### src/rtl/result_drain_packer.sv
// result_drain_packer: drains a programmed number of FP24 results from the
// result FIFO (1-cycle read latency) and packs them eight per 256-bit beat,
// one result per 32-bit lane, presented on a valid/ready stream.
module result_drain_packer #(
    parameter int LANES = 8,
    parameter int CNT_W = 15
) (
    input  logic                  i_clk,
    input  logic                  i_reset,
    input  logic                  i_start,
    input  logic [CNT_W-1:0]      i_drain_count,
    output logic                  o_result_fifo_ren,
    input  logic [23:0]           i_result_fifo_rdata,
    input  logic                  i_result_fifo_empty,
    output logic [LANES*32-1:0]   o_out_data,
    output logic [LANES-1:0]      o_out_lane_mask,
    output logic                  o_out_valid,
    input  logic                  i_out_ready,
    output logic                  o_out_last,
    output logic                  o_busy,
    output logic                  o_done,
    output logic [11:0]           o_beats_sent,
    output logic [1:0]            o_state
);

    localparam int LW = $clog2(LANES + 1);
    localparam int LI = $clog2(LANES);

    typedef enum logic [1:0] {
        ST_IDLE = 2'd0,
        ST_FILL = 2'd1,
        ST_SEND = 2'd2,
        ST_DONE = 2'd3
    } state_t;

    state_t            state;
    state_t            state_next;
    logic [CNT_W:0]    remaining_rd;
    logic [LW-1:0]     lane_rd;
    logic [LW-1:0]     lane_wr;
    logic [LI-1:0]     wr_lane;
    logic              rd_pending;
    logic              ren;
    logic              fill_done;

    // Read request and beat-complete conditions from registered state.
    always_comb begin
        ren       = (state == ST_FILL) && !i_result_fifo_empty &&
                    (remaining_rd != '0) && (lane_rd < LW'(LANES));
        // The read landing on this edge is counted as landed, so the beat
        // is presented the cycle right after the final write.
        fill_done = (state == ST_FILL) &&
                    ((lane_wr + LW'(rd_pending)) == lane_rd) &&
                    ((lane_rd == LW'(LANES)) || (remaining_rd == '0));
        wr_lane   = lane_wr[LI-1:0];
    end

    // State register.
    always_ff @(posedge i_clk) begin
        if (i_reset) begin
            state <= ST_IDLE;
        end else begin
            state <= state_next;
        end
    end

    // Next-state selection.
    always_comb begin
        state_next = state;
        case (state)
            ST_IDLE: begin
                if (i_start) begin
                    state_next = (i_drain_count == '0) ? ST_DONE : ST_FILL;
                end
            end
            ST_FILL: begin
                if (fill_done) begin
                    state_next = ST_SEND;
                end
            end
            ST_SEND: begin
                if (i_out_ready) begin
                    state_next = (remaining_rd != '0) ? ST_FILL : ST_DONE;
                end
            end
            default: begin
                state_next = ST_IDLE;
            end
        endcase
    end

    // State-decoded outputs.
    always_comb begin
        o_result_fifo_ren = ren;
        o_out_valid       = (state == ST_SEND);
        o_busy            = (state == ST_FILL) || (state == ST_SEND);
        o_done            = (state == ST_DONE);
        o_state           = state;
    end

    // Counters, lane packing and beat bookkeeping.
    always_ff @(posedge i_clk) begin
        if (i_reset) begin
            remaining_rd    <= '0;
            lane_rd         <= '0;
            lane_wr         <= '0;
            rd_pending      <= 1'b0;
            o_out_data      <= '0;
            o_out_lane_mask <= '0;
            o_out_last      <= 1'b0;
            o_beats_sent    <= '0;
        end else begin
            rd_pending <= ren;
            case (state)
                ST_IDLE: begin
                    if (i_start) begin
                        remaining_rd    <= {1'b0, i_drain_count};
                        lane_rd         <= '0;
                        lane_wr         <= '0;
                        o_out_data      <= '0;
                        o_out_lane_mask <= '0;
                        o_out_last      <= 1'b0;
                        o_beats_sent    <= '0;
                    end
                end
                ST_FILL: begin
                    if (ren) begin
                        remaining_rd <= remaining_rd - (CNT_W+1)'(1);
                        lane_rd      <= lane_rd + LW'(1);
                    end
                    if (rd_pending) begin
                        o_out_data[{wr_lane, 5'b0} +: 32] <= {8'h00, i_result_fifo_rdata};
                        o_out_lane_mask[wr_lane]          <= 1'b1;
                        lane_wr                           <= lane_wr + LW'(1);
                    end
                    if (fill_done) begin
                        o_out_last <= (remaining_rd == '0);
                    end
                end
                ST_SEND: begin
                    if (i_out_ready) begin
                        o_beats_sent    <= o_beats_sent + 12'd1;
                        o_out_data      <= '0;
                        o_out_lane_mask <= '0;
                        o_out_last      <= 1'b0;
                        lane_rd         <= '0;
                        lane_wr         <= '0;
                    end
                end
                default: begin
                end
            endcase
        end
    end

endmodule

### config.mk
export PLATFORM = sky130hd
export DESIGN_NAME = result_drain_packer
export DESIGN_NICKNAME = d
export VERILOG_FILES = /design/src/rtl/result_drain_packer.sv
export SDC_FILE = /design/constraint.sdc
export NUM_CORES = 1
export LEC_CHECK = 0
export BUFFER_PORTS_ARGS = -buffer_cell sky130_fd_sc_hd__buf_2
export CORE_UTILIZATION = 40
export CTS_CLUSTER_DIAMETER = 100
export DETAILED_ROUTE_END_ITERATION = 7
export GPL_TIMING_DRIVEN = 0
export PLACE_DENSITY = 0.66
export SLEW_MARGIN = 15
export SYNTH_ARGS = -nofsm -noshare
export SYNTH_HDL_FRONTEND = slang
export SYNTH_SLANG_ARGS = --single-unit
export TNS_END_PERCENT = 100
### constraint.sdc
create_clock -name i_clk -period 2.45 [get_ports i_clk]
set_clock_uncertainty 0.1 [all_clocks]
set_input_delay 0.1225 -clock i_clk [delete_from_list [all_inputs] [get_ports i_clk]]
set_output_delay 0.1225 -clock i_clk [all_outputs]
set_load 0.02 [all_outputs]
==> impl_metrics.tcl <==
set metrics [dict create \
    reg2reg_slack_ns 0.08 \
    cts_max_level 1 \
    worstHoldPathCells 4 \
    wl_per_cell_um 18.2 \
    dr.pass1.iters 5 \
    cp.required_ns 2.80 \
    criticalPathCategory "reg2reg" \
    grt_max_degree 14 \
    yosys_most_used_dff "dfxtp_1" \
    ant_nets 0 \
    vias 10100 \
    syn_area_per_cell_um2 8.53 \
    peakVddDrop_mv 0.450 \
    async_flop_share_pct 0 \
    p_leak_nw 6.15 \
    drt_wl_total_mm 35.0 \
    min_period_over_period_pct 96.8 \
    fin_nets 1639 \
    critical_path_arrival_ns 2.72 \
    cts_tree "done" \
    grt_pass1_vias 9113 \
    final-max-slew-violation-count 0 \
    crit_fanout 10 \
    crit_chain "buf_8, clkinvlp_4, ha_4, ha_4, nor2b_4, o21ai_2, a2111oi_4, buf_6, buf_8, nand3_1, o21ai_0" \
    ys_seq_area_share_pct 47.6 \
    hold_viol_final 0 \
    rows 57 \
    syn_inst 1184 \
    clock_sinks 240 \
    layout-drive-gt1-share_pct 30.6 \
    drcViolationCount 0 \
    final_cell_area_um2 13800 \
    setup_viol 0 \
    final_util_pct 56.3 \
    drt_iter0_markers 911 \
    fp.dieW_um 161 \
    synth_cell_type_count 59 \
    area_delta_synth_final_pct 36.7 \
    fp.dieH_um 161 \
    antenna_cells 0 \
    io_buffers 246 \
    synth-edff-count 0 \
    clk_latency_ns 0.54 \
    max_clock_freq_mhz 422 \
    overflow 0 \
    grt_usage_pct 25.6 \
    maxCapViolCount 0 \
    dpl.cell_count 1817 \
    endpoint_kind "flip-flop" \
    power_mw 11.8 \
    antenna_found_initial 0 \
    hold_slack_ns 0.0118 \
    worstSetupStartpointType "flip-flop" \
    status "finished, final reports clean" \
    max_slew_margin_pct 43.5 \
    grt_pass1_wl_mm 52.1 \
    cpMaxStageDelayCell "a2111oi_4" \
    min_period_ns 2.37 \
    dp_hpwl_mm 25.4 \
    io_pins 327 \
    place.gp.congestion 0.856 \
    powerDensity_nw_per_um2 853 \
    cts.clk_slew.worst_paths_ns 0.06 \
    ys_ff_latch 240 \
    worst_slew_pin_slew_ns 0.840 \
    syn-cell-area_um2 10100 \
    cts_root_buf "clkbuf_16" \
    die_area_um2 25900 \
    via_per_inst 5.24 \
    core_area_um2 24500 \
    initial_utilization_pct 41.2 \
    hp-class "in2reg" \
    yosysWarningCount 0 \
    reg2regPathDepth 11 \
    stdcell_count 1925 \
    clock_path_buffers 3 \
    cp_slowest_stage_delay_ns 0.47 \
    numCtsBuffers 26 \
    dpl_cell_area_um2 12000 \
]
==> path summary, 6_finish.rpt <==
check	start	to
setup / recovery	lane_wr[0]	o_out_data[208]
setup reg to reg	lane_wr[0]	o_out_data[208]
hold / removal	i_start	remaining_rd[0]
hold reg to reg	o_out_data[193]	o_out_data[193]
==> layout make-up <==
type	count	area (um2)
Tap cell	324	405
Buffer	162	1060
Clock buffer	39	769
Sequential cell	240	4810
Fill cell	2265	10700
Timing Repair Buffer	310	1790
Inverter	20	78.8
Multi-Input combinational cell	821	4830
Clock inverter	9	62.6
==> synthesized netlist by cell type, types with 3 or more instances <==
library cell | instances | area share, %
nor2_1 | 143 | 5.3
nand3_1 | 58 | 2.9
nand2_1 | 132 | 4.9
nor4_1 | 11 | 0.68
buf_2 | 9 | 0.45
and4_1 | 3 | 0.26
inv_1 | 20 | 0.74
a21oi_1 | 70 | 3.5
a32oi_1 | 11 | 0.95
and3_1 | 8 | 0.50
clkbuf_1 | 77 | 2.9
buf_1 | 8 | 0.30
and2_1 | 3 | 0.19
o21ai_0 | 37 | 1.8
nor3_1 | 13 | 0.64
nand2b_1 | 5 | 0.31
clkbuf_2 | 4 | 0.20
dfxtp_1 | 240 | 48
buf_4 | 67 | 5.0
o21ai_1 | 21 | 1.0
nor2b_1 | 10 | 0.62
nor4b_1 | 3 | 0.26
nand4_1 | 40 | 2.5
a311o_1 | 3 | 0.30
a31oi_1 | 4 | 0.25
a22oi_1 | 89 | 6.6
xor2_1 | 7 | 0.61
mux2i_1 | 24 | 2.4
ha_1 | 14 | 1.7
xnor2_1 | 13 | 1.1
==> where the power goes <==
part	internal (mW)	total [mW]	leakage [nW]	switching, mW
combinational	1.29	3.75	3.80	2.46
clock	2.17	3.82	0.412	1.64
sequential	4.06	4.22	1.94	0.152
==> worst max-delay path: cells and delay by family (launching register included) <==
kind | cells | cell delay (ns)
AOI/OAI and AO/OA | 3 | 0.67
and+or+nand+nor | 2 | 0.21
buffers and inverters | 4 | 0.56
adders and majority gates | 2 | 0.35
DFF | 1 | 0.37
==> cells in the final DEF (no fill, tap or decap), types with 6 or more instances in the layout <==
cell type / count
buf_2: 251
dfxtp_1: 236
nor2_1: 139
nand2_1: 132
buf_4: 104
a22oi_1: 89
a21oi_1: 64
conb_1: 64
nand3_1: 57
clkbuf_1: 42
nand4_1: 40
dlygate4sd3_1: 33
o21ai_0: 32
clkbuf_16: 26
o21ai_1: 25
mux2i_1: 24
clkbuf_2: 21
inv_1: 17
xnor2_1: 13
nor3_1: 11
nor4_1: 11
a32oi_1: 11
clkbuf_4: 10
clkbuf_8: 9
ha_1: 9
nor2b_1: 8
buf_6: 7
and3_1: 7
xor2_1: 7
clkinv_2: 6
==> metrics by stage <==
step | setup slack (ns) | TNS [ns]
global route | -0.0222 | -0.0898
CTS | -0.0200 | -0.109
global placement | -0.683 | -84.85
floorplan | -0.0701 | -1.47
detailed placement | -0.713 | -90.04
finish | 0.0790 | 0
==> state kept, by name, summed over array words and instances (netlist names) <==
| register | flops |
|---|---|
| lane_rd | 4 |
| o_out_data | 192 |
| rd_pending | 1 |
| o_state | 2 |
| o_out_last | 1 |
| o_out_lane_mask | 8 |
| lane_wr | 4 |
| o_beats_sent | 12 |
| remaining_rd | 16 |
==> routing by layer <==
layer,up-vias,global-route usage (%),routed length [um]
met3,78,4.11,3100
met1,4720,33.7,14600
met4,0,8.70,1080
li1,4826,-,-
met2,465,42.5,16300
met5,-,0,0
==> logic make-up (layout without fill, tap and decap cells) <==
family	after synthesis	count (layout)	share of synthesized area, %
DFF	240	240	47.6
adders and majority gates	14	14	1.73
AOI/OAI and AO/OA	259	259	16.7
xor gates and xnor gates	20	20	1.73
other	1	64	0.0371
muxes	25	25	2.49
and+or+nand+nor	439	439	20.1
buffers and inverters	186	540	9.64
==> timing repair <==
item / in CTS / in global routing
setup endpoints to repair: 218 / 179
resized for setup: 103 / 51
hold buffers: 33 / 0
setup buffers: 22 / 9
pin swaps: 6 / 7
endpoints found under the hold margin: 127 / 0
Note: power is estimated with default switching activity, not from simulation.
